===== config.mk =====
export PLATFORM = sky130hd
export DESIGN_NAME = fifo_axis_downsizer
export DESIGN_NICKNAME = d
export VERILOG_FILES = /design/src/rtl/easy_fifo_pkg.sv /design/src/rtl/fifo_word_skid.sv /design/src/rtl/fifo_axis_downsizer.sv
export SDC_FILE = /design/constraint.sdc
export NUM_CORES = 1
export LEC_CHECK = 0
export BUFFER_PORTS_ARGS = -buffer_cell sky130_fd_sc_hd__buf_4
export CAP_MARGIN = 20
export CORE_ASPECT_RATIO = 0.9
export CORE_MARGIN = 5
export CORE_UTILIZATION = 50
export CTS_CLUSTER_SIZE = 30
export DETAILED_ROUTE_END_ITERATION = 16
export PLACE_DENSITY = 0.81
export SLEW_MARGIN = 20
export SYNTH_ARGS = -nofsm -noshare
export SYNTH_HDL_FRONTEND = slang
export SYNTH_HIERARCHICAL = 1
export SYNTH_SLANG_ARGS = --single-unit

===== constraint.sdc =====
create_clock -name clk -period 2.9 [get_ports clk]
set_clock_uncertainty 0.15 [all_clocks]
set_input_delay 0.145 -clock clk [delete_from_list [all_inputs] [get_ports clk]]
set_output_delay 0.145 -clock clk [all_outputs]
set_load 0.01 [all_outputs]

===== src/rtl/easy_fifo_pkg.sv =====
// Shared helpers for the FIFO-to-AXI-Stream downsizer.
//   ratio_is_legal : accepts only the supported width ratios 1, 2, 4, 8, 16
//   owidth_of      : output beat width for a given FIFO word width and ratio
//   beat_width     : width of the beat counter (kept at least 1 bit wide)
//   SKID_DEPTH     : number of whole words held between FIFO and output
package easy_fifo_pkg;

    localparam int SKID_DEPTH = 2;

    function automatic bit ratio_is_legal(input int ratio);
        return (ratio == 1) || (ratio == 2) || (ratio == 4) ||
               (ratio == 8) || (ratio == 16);
    endfunction

    function automatic int owidth_of(input int dwidth, input int ratio);
        return dwidth / ratio;
    endfunction

    function automatic int beat_width(input int ratio);
        return (ratio > 1) ? $clog2(ratio) : 1;
    endfunction

endpackage


===== src/rtl/fifo_word_skid.sv =====
// Two-entry word buffer (head, tail) with a registered occupancy count.
// Ports:
//   clk, rst   : clock, synchronous active-high reset (clears count only)
//   push       : write push_data into the next free entry
//   push_data  : word to store
//   pop        : drop the head word; tail (if any) moves up to head
//   head       : current head word
//   count      : occupancy 0..2
// The caller must not push while full unless it pops in the same cycle.
module fifo_word_skid
    import easy_fifo_pkg::*;
#(
    parameter int DWIDTH = 32
) (
    input  logic              clk,
    input  logic              rst,
    input  logic              push,
    input  logic [DWIDTH-1:0] push_data,
    input  logic              pop,
    output logic [DWIDTH-1:0] head,
    output logic [1:0]        count
);

    localparam logic [1:0] FULL = 2'(SKID_DEPTH);

    logic [DWIDTH-1:0] tail;

    always_ff @(posedge clk) begin
        if (rst) begin
            count <= 2'd0;
        end else begin
            case ({push, pop})
                2'b10:   count <= count + 2'd1;
                2'b01:   count <= count - 2'd1;
                default: count <= count;
            endcase
        end
    end

    // Data entries are deliberately not reset; count alone says what is valid.
    always_ff @(posedge clk) begin
        if (pop) begin
            if (count == FULL) begin
                head <= tail;
            end
            if (push) begin
                // The new word lands behind whatever survives the pop.
                if (count == 2'd1) begin
                    head <= push_data;
                end else begin
                    tail <= push_data;
                end
            end
        end else if (push) begin
            if (count == 2'd0) begin
                head <= push_data;
            end else begin
                tail <= push_data;
            end
        end
    end

endmodule


===== src/rtl/fifo_axis_downsizer.sv =====
// Reads wide words from a show-ahead sync FIFO and emits each one as RATIO
// narrower AXI-Stream beats, least significant slice first.
// Ports:
//   clk, rst       : clock, synchronous active-high reset
//   fifo_rd_data   : FIFO head word (only meaningful while fifo_rd_empty = 0)
//   fifo_rd_empty  : FIFO has nothing to read
//   fifo_rd_en     : pop strobe, word consumed at the same edge
//   m_axis_tdata   : output beat (DWIDTH/RATIO bits)
//   m_axis_tvalid  : beat valid
//   m_axis_tready  : downstream accepts the beat
//   m_axis_tlast   : beat is the final slice of its FIFO word
// The FIFO is read purely on buffer occupancy, never on tready, so the
// FIFO side has no combinational path from the downstream handshake.
module fifo_axis_downsizer
    import easy_fifo_pkg::*;
#(
    parameter int  DWIDTH = 32,
    parameter int  RATIO  = 4,
    localparam int OWIDTH = owidth_of(DWIDTH, RATIO)
) (
    input  logic              clk,
    input  logic              rst,
    input  logic [DWIDTH-1:0] fifo_rd_data,
    input  logic              fifo_rd_empty,
    output logic              fifo_rd_en,
    output logic [OWIDTH-1:0] m_axis_tdata,
    output logic              m_axis_tvalid,
    input  logic              m_axis_tready,
    output logic              m_axis_tlast
);

    localparam int          BW        = beat_width(RATIO);
    localparam logic [BW-1:0] LAST_BEAT = BW'(RATIO - 1);

    if (!ratio_is_legal(RATIO)) begin : g_bad_ratio
        $error("fifo_axis_downsizer: RATIO must be 1, 2, 4, 8 or 16");
    end
    if ((DWIDTH % RATIO) != 0) begin : g_bad_width
        $error("fifo_axis_downsizer: DWIDTH must be a multiple of RATIO");
    end

    logic [DWIDTH-1:0] head;
    logic [1:0]        count;
    logic [BW-1:0]     beat;
    logic              xfer;
    logic              word_done;

    // Gated by rst so outputs are quiet from the first reset cycle, before
    // the count register has been cleared.
    assign fifo_rd_en    = ~rst & ~fifo_rd_empty & (count != 2'd2);
    assign m_axis_tvalid = ~rst & (count != 2'd0);
    assign m_axis_tlast  = m_axis_tvalid & (beat == LAST_BEAT);

    assign xfer      = m_axis_tvalid & m_axis_tready;
    assign word_done = xfer & (beat == LAST_BEAT);

    fifo_word_skid #(
        .DWIDTH (DWIDTH)
    ) u_skid (
        .clk       (clk),
        .rst       (rst),
        .push      (fifo_rd_en),
        .push_data (fifo_rd_data),
        .pop       (word_done),
        .head      (head),
        .count     (count)
    );

    if (RATIO == 1) begin : g_no_beat
        assign beat = '0;
    end else begin : g_beat
        always_ff @(posedge clk) begin
            if (rst) begin
                beat <= '0;
            end else if (xfer) begin
                beat <= word_done ? '0 : beat + 1'b1;
            end
        end
    end

    assign m_axis_tdata = head[beat * OWIDTH +: OWIDTH];

endmodule


# Word level (Yosys, flattened, before mapping)
# Index checks and enable logic that the tools add are counted.
# totals
ff_bits,68
latchBits,0
mem_bits_rw,0
romBits,0
inputBits,36
output_inout_bits,11
elab_cells,44
mem_count,0
# classes
addsub,3
mul,0
div_mod_pow,0
order_cmp,0
n_eq_ne,8
shift,1
muxes,13
bitwise_logic,8
reduce_logical,7
# ops
operator,count
$mux W32,11
$shiftx A32 B6 Y8,1
$reduce_bool A2 Y1,4
$and A1 B1 Y1,6
$eq A2 B2 Y1 const B,3
$add A2 B1 Y2 const B,2
$eq A2 B1 Y1 const B,2
$ne A2 B2 Y1 const B,2
$pmux W2 S2,1
$reduce_and A3 Y1,1
$logic_not A2 Y1,1
$mux W2,1
$ne A2 B1 Y1 const B,1
$not A1 Y1,2
$reduce_and A2 Y1,1
$sub A2 B1 Y2 const B,1

# Depth between registers and ports, before layout
# Gate-level depths: netlist of the first run.
# logic_depth
depth_word,6
depth_mapped,6
ltp_nobuf,6

# Modules after synthesis
# Netlist of the first run, hierarchy kept.
# modules_own_cells
module,instances,cells_per_inst,area_per_inst_um2,seq_area_each_um2
fifo_word_skid,1,156,3136.8,1961.9
fifo_axis_downsizer,1,25,337.8,40.0

# Least setup slack after synthesis of the first run
# OpenSTA, ideal clock, no wires.
# synth_timing
path_kind,reg2reg
startpoint,reg u_skid.count[0]
endpoint,reg u_skid.head[0] (enable)
setup_time_ns,0.421
arrival_ns,2.831
required_ns,2.329
path_slack_ns,-0.502
path_stages_with_launch,6
n_path_buf,0
period_less_slack_ns,3.402
path_cell_list,dfxtp_1 inv_1 a211oi_1 inv_1 ha_1 nor2_1
# synth_via
word_cells_on_any_way,10
classes_between,eq/ne: 1; bitwise: 4; reduce/logical: 5
# synth_lines
item,line,text
from (decl),fifo_word_skid.sv:21,output logic [1:0] count
from (signal assigned),fifo_word_skid.sv:33,2'b10: count <= count + 2'd1;
from (signal assigned),fifo_word_skid.sv:34,2'b01: count <= count - 2'd1;
from (signal assigned),fifo_word_skid.sv:35,default: count <= count;
$ne A2 B2 Y1,fifo_axis_downsizer.sv:50,assign fifo_rd_en = ~rst & ~fifo_rd_empty & (count != 2'd2);
$and A1 B1 Y1,fifo_axis_downsizer.sv:50,
via fifo_rd_en,fifo_axis_downsizer.sv:25,"output logic fifo_rd_en,"
$reduce_bool A2 Y1 (no source line),--,
$reduce_and A2 Y1 (no source line),--,
to (signal assigned),fifo_word_skid.sv:44,head <= tail;
to (signal assigned),fifo_word_skid.sv:49,head <= push_data;
to (signal assigned),fifo_word_skid.sv:56,head <= push_data;
to (decl),fifo_word_skid.sv:20,"output logic [DWIDTH-1:0] head,"
# The timed path passes the listed nets, and every way through them passes these cells.
# A chain may end at the register's enable or synchronous reset.

# Worst setup path after layout of the first run
# layout_timing
startpoint,in rst
endpoint,reg u_skid.head[0] (data pin)
# layout_via
elab_chain_len,5
word_cells_on_any_way,8
classes_between,mux: 2; bitwise: 6
# layout_rtl
item,line,text
from (decl),fifo_axis_downsizer.sv:22,"input logic rst,"
$not A1 Y1,fifo_axis_downsizer.sv:51,assign m_axis_tvalid = ~rst & (count != 2'd0);
$and A1 B1 Y1,fifo_axis_downsizer.sv:51,
$and A1 B1 Y1,fifo_axis_downsizer.sv:54,assign xfer = m_axis_tvalid & m_axis_tready;
$and A1 B1 Y1,fifo_axis_downsizer.sv:55,assign word_done = xfer & (beat == LAST_BEAT);
via word_done,fifo_axis_downsizer.sv:46,logic word_done;
$mux W32,fifo_word_skid.sv:42,if (pop) begin
# The timed path passes the listed nets, and every way through them passes these cells.

==> results of run 1 <==
stage by stage:
step	hold WS, ns	util	power [uW]	worst slack, ns
floorplan	0.0674	-	1360	0.0128
global placement	0.185	0.592	1460	0.450
detailed placement	0.185	0.592	1470	0.408
CTS	0.0429	0.670	2260	0.273
global route	0.0800	0.670	2340	0.170
finish	0.0544	0.670	2230	0.256
metal layers:
metal / track usage / wire length, um / vias up
li1: - / - / 889
met1: 0.202 / 2920 / 883
met2: 0.265 / 3050 / 46
met3: 0.0382 / 262 / 11
met4: 0.0642 / 99 / 0
met5: 0 / 0 / -
timing repair:
action                     in CTS  in global routing
setup endpoints to repair       0                  0
hold buffers                   33                  0
hold endpoints to repair       67                  0
gates resized for setup         0                  0
placed cells by master (no fill, tap or decap), types with 2 or more instances in the layout:
cell / n
mux2_2: 5
buf_4: 53
clkinvlp_4: 2
inv_1: 5
clkbuf_8: 9
dfxtp_1: 4
nor2_1: 3
buf_12: 2
dlygate4sd3_1: 33
mux4_2: 8
edfxtp_1: 64
a211oi_1: 2
o21a_1: 2
ha_1: 5
clkinv_2: 2
mux2_4: 60
xnor2_1: 2
nand2b_1: 2
power groups by stage:
stage	sequential, uW	clock (uW)	combinational, uW
after floorplan	1160	0	203
after global placement	1170	0	299
after detailed placement	1170	0	304
after CTS	1150	770	342
after global routing	1150	821	363
final	1150	750	338
worst max-delay path, stage by stage:
cell	delay [ns]
dlygate4sd3_1	0.54
buf_4	0.16
o21ba_2	0.25
and3_1	0.24
a21boi_4	0.60
buf_12	0.28
mux2_2	0.35
registers in the layout, summed over array words and instances, names as in the netlist:
signal and cells:
u_skid/count 2, u_skid/tail 32, u_skid/head 32, beat 2
cell families after synthesis:
group | after synthesis | share of synthesized area
XOR/XNOR | 2 | 0.00504
flip-flops | 68 | 0.576
AND/OR/NAND/NOR | 11 | 0.0173
AO/OA/AOI/OAI | 6 | 0.0169
multiplexers | 74 | 0.330
adder cells (fa/ha/maj) | 6 | 0.0216
buffers and inverters | 14 | 0.0328
area by class of cell:
type | count | area [um^2] | area share
flip-flops and latches | 68 | 2000 | 0.449
clock buffers | 9 | 124 | 0.0278
well taps | 90 | 113 | 0.0252
repair buffers | 88 | 768 | 0.172
multi-input cells | 99 | 1370 | 0.307
clock inverters | 7 | 67.6 | 0.0151
inverters | 5 | 18.8 | 0.00421
worst max-delay path by stage:
| stage | endpoint | cells after the start | slack, ns |
|---|---|---|---|
| floorplan | u_skid/head[0] | 5 | 0.01 |
| CTS | u_skid/head[0] | 7 | 0.27 |
| global placement | u_skid/head[31] | 5 | 0.45 |
| finish | u_skid/head[0] | 7 | 0.26 |
| detailed placement | u_skid/head[0] | 5 | 0.41 |
| global route | u_skid/head[31] | 7 | 0.17 |
==> metrics, run 1 <==
outcome=finished, final reports clean; n_diodes=0; Tmin final=approximately 2.6 ns; # Post-CTS Setup Buffers=0; hpwl dp=4110 um; I/O pins=47; post-synthesis net count=223; total of max-cap violations=0; clock latency on the worst-skew pair=0.33 ns; flop and latch count out of synthesis=68; 1st-pass router iterations=4; Leak=around 0.0017 uW; reg-to-reg startpoint=u_skid/count[0]; CTS tree=yes; CP arrival=2.58 ns; Final Max Tran Viols=0; crit start category=input pin; Vias/cell=5.00; first-pass GRT wire length=10400 um; WS Path Type=in2reg; DR DRC count=0; buffers added on ports=46; Synth Instances=181; Area Overhead vs Synth=28.4%; clock sink count=68; DP Area=3940 um^2; top-count cell post-synth=edfxtp_1; Gate power share=0.151; clock tree buffer depth=2; Net Sw Power=506 uW; Worst setup EP type=flip-flop; Int Power=1730 uW; Yosys warning total=6; Die Ht=89.1 um; Max IR drop VDD=0.000326 V; Fillers=~470; RSZ-0062 raised after global routing=no; fraction of layout cells with a size suffix above 1=0.536; PwrDens=501 nW/um^2; Std-Cell Rows=28; die width=97.9 um; detailed-route wire length=6330 um; Clock transition at path regs=approximately 0.070 ns; HP Start=m_axis_tready; GRT overflow=0; initial antenna violation count=0; synth cell count leaders=edfxtp_1 (64), mux2_4 (60), buf_6 (8), mux4_2 (8), ha_1 (6); Mean Syn Cell Area=19.2 um^2; Final ANT Viol Nets=0; Num CTS Buffers=9; area leader, netlist=edfxtp_1; setup violators final=0; worst r2r path cells=5; Worst Max-Slew Pin Slew=0.670 ns; EDFF count, synth=64; Slew HR=0.552; part of the power in registers=0.513; largest net degree at the start of global routing=26; Starting Density=0.522; DR vias=1829; Post-Syn Area=3470 um^2; top cell type's share of synthesized area=0.553; Synth async-reset ratio=0; CTS root buffer=clkbuf_8; main area contributors after synthesis=edfxtp_1 (55%), mux2_4 (26%), mux4_2 (5.2%), buf_6 (2.6%), dfxtp_1 (2.3%); Final Hold Viols=0; hold path cells=3; sequential-to-total area share from yosys stat=0.576; DIE AREA=about 8700 um^2; Final period util=0.912; Core Area=6660 um^2; Final Cell Area=4460 um^2; Post-Route Setup TNS=0 ns; Max Freq=378 MHz; nets=313; Routability Congestion=0.720; Sw Share=0.226; critical path data required time=2.84 ns; clock network power share=0.336; reg-to-reg slack, setup=between 0.3 and 0.4 ns; Hold Crit Class=in2reg; Netlist cell types=22; crit path launch=rst; Inst Count DP=roughly 320; CTS HTree Levels=3; final non-filler cell total=366; Synth Flop Type=edfxtp_1; Total GRT Usage=0.158; routed wire length per instance=~17 um; Hold Path End=beat[1]; maximum fanout along the worst path=20; Detailed Route Iter0 Violations=101; vias in the first global route=around 2000; worst r2r dst=u_skid/head[0]
No activity file was read; power rests on OpenSTA's default activity.
==> inputs of run 2 (changes only) <==
--- a/config.mk
+++ b/config.mk
@@ -5,14 +5,15 @@
 export SDC_FILE = /design/constraint.sdc
 export NUM_CORES = 1
 export LEC_CHECK = 0
-export BUFFER_PORTS_ARGS = -buffer_cell sky130_fd_sc_hd__buf_4
+export ABC_AREA = 0
 export CAP_MARGIN = 20
 export CORE_ASPECT_RATIO = 0.9
 export CORE_MARGIN = 5
 export CORE_UTILIZATION = 50
 export CTS_CLUSTER_SIZE = 30
 export DETAILED_ROUTE_END_ITERATION = 16
-export PLACE_DENSITY = 0.81
+export DONT_BUFFER_PORTS = 1
+export PLACE_DENSITY = 0.75
 export SLEW_MARGIN = 20
 export SYNTH_ARGS = -nofsm -noshare
 export SYNTH_HDL_FRONTEND = slang
==> metrics, run 2 (synthesis results as in run 1) <==
outcome=finished, final reports clean; clock tree buffer depth=2 (unchanged); Worst Max-Slew Pin Slew=0.600 ns (-0.0701 ns); reg-to-reg slack, setup=0.59 ns (+0.21 ns); hpwl dp=4060 um (-1.2%); Clock transition at path regs=0.08 ns (about the same); RSZ-0062 raised after global routing=no; # Post-CTS Setup Buffers=0 (unchanged); crit path cell chain=inv_1, ha_2, buf_12, mux2_4, mux2_4; Total GRT Usage=0.154 (-0.00416); I/O pins=47 (unchanged); routed wire length per instance=19.5 um (+13%); crit start category=flip-flop; maximum fanout along the worst path=17 (-15%); Vias/cell=5.44 (+8.9%); Fillers=474 (+1.3%); Final Hold Viols=0 (unchanged); critical path data required time=2.84 ns (about the same); WS Path Type=reg2reg; CTS tree=yes; Final ANT Viol Nets=0 (unchanged); vias in the first global route=1903 (-5.2%); HP Start=fifo_rd_empty; CTS HTree Levels=3 (unchanged); Max IR drop VDD=0.000312 V (-4.4%); Detailed Route Iter0 Violations=108 (+6.9%); Area Overhead vs Synth=19.7%; CP max-delay cell=ha_2; clock sink count=68 (unchanged); total of max-cap violations=0 (unchanged); Final Max Tran Viols=0 (unchanged); Max Freq=434 MHz (+15%); DR vias=1736 (-5.1%); detailed-route wire length=6230 um (-1.6%); Inst Count DP=269 (-15%); largest net degree at the start of global routing=33 (+27%); Post-Route Setup TNS=0 ns (unchanged); Tmin final=2.31 ns (-0.338 ns); Worst setup EP type=flip-flop; nets=266 (-15%); Routability Congestion=0.778 (+8.1%); Hold Crit Class=in2reg; Leak=0.00150 uW (-12%); Std-Cell Rows=28 (unchanged); DIE AREA=8720 um^2 (unchanged); buffers added on ports=0 (-100%); crit-path max cell delay=0.58 ns (-0.02 ns); WHS=0.107 ns (+0.0527 ns); CP arrival=2.24 ns (-0.34 ns); reg-to-reg startpoint=u_skid/count[0]; Core Area=6660 um^2 (unchanged); initial antenna violation count=0 (unchanged); fraction of layout cells with a size suffix above 1=0.437 (-0.0996); Post-CTS Resized=0 (unchanged); most frequent cells in the layout=edfxtp_1 (64), mux2_4 (60), dlygate4sd3_1 (34); hold path cells=4 (+1); Starting Density=0.522 (unchanged); GRT overflow=0 (unchanged); Final period util=0.795 (-0.117); clock latency on the worst-skew pair=0.34 ns (about the same); worst r2r dst=u_skid/head[10]; first-pass GRT wire length=10100 um (-3.3%); worst r2r path cells=5 (unchanged); Hold Path End=u_skid/count[1]; setup violators final=0 (unchanged); Die Ht=89.1 um (unchanged); 1st-pass router iterations=4 (unchanged); Num CTS Buffers=9 (unchanged); most frequent CP cell=mux2_4; DR DRC count=0 (unchanged); Slew HR=0.600 (+0.0479); final non-filler cell total=319 (-13%); die width=97.9 um (unchanged); CTS hold repair buffers=34 (+3.0%); CTS root buffer=clkbuf_8; PwrDens=567 nW/um^2 (+13%); n_diodes=0 (unchanged); biggest regs=u_skid/head: 32 flops, u_skid/tail: 32 flops; most common cell after layout, fill and taps aside=edfxtp_1
==> run 2: worst max-delay path, delay by kind of cell, from the launching register on <==
kind,cells,cell delay [ns]
fa+ha+maj,1,0.58
buf+inv,2,0.37
flops,1,0.38
mux,2,0.58
==> run 2: layer usage <==
| metal | up-vias | global-route usage | wire, um |
|---|---|---|---|
| met5 | - | 0 | 0 |
| met4 | 0 | 0.0805 | 108 |
| met3 | 9 | 0.0343 | 225 |
| met2 | 36 | 0.258 | 3100 |
| met1 | 898 | 0.191 | 2800 |
| li1 | 793 | - | - |
==> run 2: through the flow <==
step / utilization / worst slack, ns / cell area (um^2) / total power [uW]
final: 0.625 / 0.594 / 4160 / 2360
after global routing: 0.625 / 0.483 / 4160 / 2440
after CTS: 0.625 / 0.578 / 4160 / 2380
after detailed placement: 0.538 / 0.612 / 3580 / 1410
after global placement: 0.538 / 0.672 / 3580 / 1400
after floorplan: - / 0.0128 / 3480 / 1360
==> run 2: how the worst max path moves through the flow <==
stage                    start         endpoint
2_1_floorplan  u_skid/count[0]   u_skid/head[0]
3_3_place_gp   u_skid/count[0]  u_skid/head[11]
3_5_place_dp   u_skid/count[0]  u_skid/head[28]
4_1_cts        u_skid/count[0]  u_skid/head[10]
5_1_grt        u_skid/count[0]  u_skid/head[21]
6_report       u_skid/count[0]  u_skid/head[10]
==> run 2: area by class of cell <==
type                    count  area [um^2]  share of cell area
multi-input cells          99         1370               0.329
flip-flops and latches     68         2000               0.481
repair buffers             41          418               0.100
inverters                   5         18.8             0.00451
well taps                  90          113              0.0271
clock inverters             7          115              0.0277
clock buffers               9          124              0.0298
==> run 2: where the power goes <==
group / switching (uW) / internal (uW)
logic: 117 / 165
clock network: 359 / 568
registers: 21.2 / 1130
==> inputs of run 3 (changes only) <==
--- a/config.mk
+++ b/config.mk
@@ -13,7 +13,7 @@
 export CTS_CLUSTER_SIZE = 30
 export DETAILED_ROUTE_END_ITERATION = 16
 export DONT_BUFFER_PORTS = 1
-export PLACE_DENSITY = 0.75
+export PLACE_DENSITY = 0.72
 export SLEW_MARGIN = 20
 export SYNTH_ARGS = -nofsm -noshare
 export SYNTH_HDL_FRONTEND = slang
==> constraint.sdc (replaced) <==
create_clock -name clk -period 2.4 [get_ports clk]
set_clock_uncertainty 0.15 [all_clocks]
set_input_delay 0.12 -clock clk [delete_from_list [all_inputs] [get_ports clk]]
set_output_delay 0.12 -clock clk [all_outputs]
set_load 0.01 [all_outputs]
==> metrics, run 3 (synthesis results as in run 1) <==
outcome=finished, final reports clean; Die Ht=89.1 um (unchanged); routed wire length per instance=19.7 um (+0.84%); final non-filler cell total=320 (+0.31%); Routability Congestion=0.825 (+6.0%); biggest regs=u_skid/head: 32 flops, u_skid/tail: 32 flops; DIE AREA=8720 um^2 (unchanged); die width=97.9 um (unchanged); Core Area=6660 um^2 (unchanged); Final Max Tran Viols=0 (unchanged); Total GRT Usage=0.150 (-0.00401); CTS tree=yes; PwrDens=637 nW/um^2 (+12%); nets=267 (+0.38%); Num CTS Buffers=9 (unchanged); Inst Count DP=270 (+0.37%); CP arrival=2.16 ns (-0.08 ns); maximum fanout along the worst path=32 (+15); clock tree buffer depth=2 (unchanged); Area Overhead vs Synth=19.1%; Final Hold Viols=0 (unchanged); CTS HTree Levels=3 (unchanged); I/O pins=47 (unchanged); Net Sw Power=593 uW (+19%); Hold Crit Class=in2reg; clock sink count=68 (unchanged); WS Path Type=reg2reg; total of max-cap violations=0 (unchanged); Worst Max-Slew Pin Slew=0.421 ns (-0.179 ns); Worst setup EP type=flip-flop; detailed-route wire length=6300 um (+1.2%); crit start category=flip-flop; DP Area=3610 um^2 (+0.73%); clock network power share=0.343 (-0.050); Detailed Route Iter0 Violations=111 (+2.8%); 1st-pass router iterations=4 (unchanged); Int Power=2040 uW (+9.9%); DR vias=1704 (-1.8%); vias in the first global route=1955 (+2.7%); GRT overflow=0 (unchanged); Starting Density=0.522 (unchanged); Post-CTS Resized=0 (unchanged); # Post-CTS Setup Buffers=0 (unchanged); Gate power share=0.132 (+0.012); Final ANT Viol Nets=0 (unchanged); setup violators final=0 (unchanged); CTS hold repair buffers=34 (unchanged); Leak=0.00149 uW (-0.71%); RSZ-0062 raised after global routing=no; Final period util=0.931 (+0.136); Final Util=0.622 (-0.00301); Final Cell Area=4140 um^2 (-0.48%); n_diodes=0 (unchanged); buffers added on ports=0 (unchanged); hpwl dp=3970 um (-2.1%); Post-Route Setup TNS=0 ns (unchanged); Max IR drop VDD=0.000461 V (+48%); Sw Share=0.225 (+0.0138); initial antenna violation count=0 (unchanged); DR DRC count=0 (unchanged); Tmin final=2.24 ns (-0.0706 ns); Vias/cell=5.33 (-2.2%); fraction of layout cells with a size suffix above 1=0.448 (+0.0111); Clock transition at path regs=0.07 ns (about the same); clock latency on the worst-skew pair=0.33 ns (about the same); Max Freq=447 MHz (+3.2%); CTS root buffer=clkbuf_8; most frequent cells in the layout=edfxtp_1 (64), mux2_4 (60), dlygate4sd3_1 (34); part of the power in registers=0.525 (+0.038); first-pass GRT wire length=10000 um (-0.81%); largest net degree at the start of global routing=33 (unchanged); Std-Cell Rows=28 (unchanged); Slew HR=0.719 (+0.119); critical path data required time=2.33 ns (-0.51 ns); most common cell after layout, fill and taps aside=edfxtp_1
==> run 3: cell types whose count changed in the layout (fill, tap and decap cells not counted), sizes merged <==
cell,change
buf,+1
bufinv,-2
clkbuf,+1
clkinv,+1
==> run 3: area by class of cell <==
| class | count | area, um^2 |
|---|---|---|
| Fill cell | 484 | 2520 |
| Clock inverter | 6 | 65.1 |
| Multi-Input combinational cell | 99 | 1380 |
| Sequential cell | 68 | 2000 |
| Tap cell | 90 | 113 |
| Inverter | 5 | 18.8 |
| Clock buffer | 10 | 128 |
| Timing Repair Buffer | 42 | 438 |
==> run 3: power by group through the flow <==
stage / sequential [uW] / combinational, uW / clock [uW]
finish: 1380 / 348 / 903
global route: 1390 / 370 / 977
CTS: 1390 / 351 / 924
detailed placement: 1410 / 293 / 0
global placement: 1410 / 283 / 0
floorplan: 1400 / 248 / 0
==> run 3: routing by layer <==
metal / part of all wire / GRT usage
met5: 0 / 0
met4: 0.013 / 0.0566
met3: 0.043 / 0.0476
met2: 0.51 / 0.271
met1: 0.43 / 0.169
==> run 3: worst paths after layout <==
kind	from	end	slack (ns)	cells past startpoint
setup / recovery	u_skid/count[0]	u_skid/head[0]	0.16	5
setup reg to reg	u_skid/count[0]	u_skid/head[0]	0.16	5
hold / removal	fifo_rd_empty	u_skid/count[1]	0.13	4
hold reg to reg	u_skid/count[1]	u_skid/count[1]	0.46	2
==> run 3: metrics by stage <==
| stage | hold WS (ns) | total power [uW] | setup WS, ns |
|---|---|---|---|
| CTS | 0.108 | 2660 | 0.184 |
| finish | 0.126 | 2640 | 0.165 |
| global route | 0.159 | 2740 | 0.0931 |
| floorplan | 0.0424 | 1650 | 0.0956 |
| global placement | 0.0450 | 1690 | 0.294 |
| detailed placement | 0.0525 | 1700 | 0.200 |
==> run 3: worst max-delay path, cell delays in order (launching register included) <==
cell and delay, ns:
dfxtp_1 0.44, o21ba_2 0.23, and3_1 0.28, a21boi_4 0.23, buf_12 0.27, mux2_2 0.37
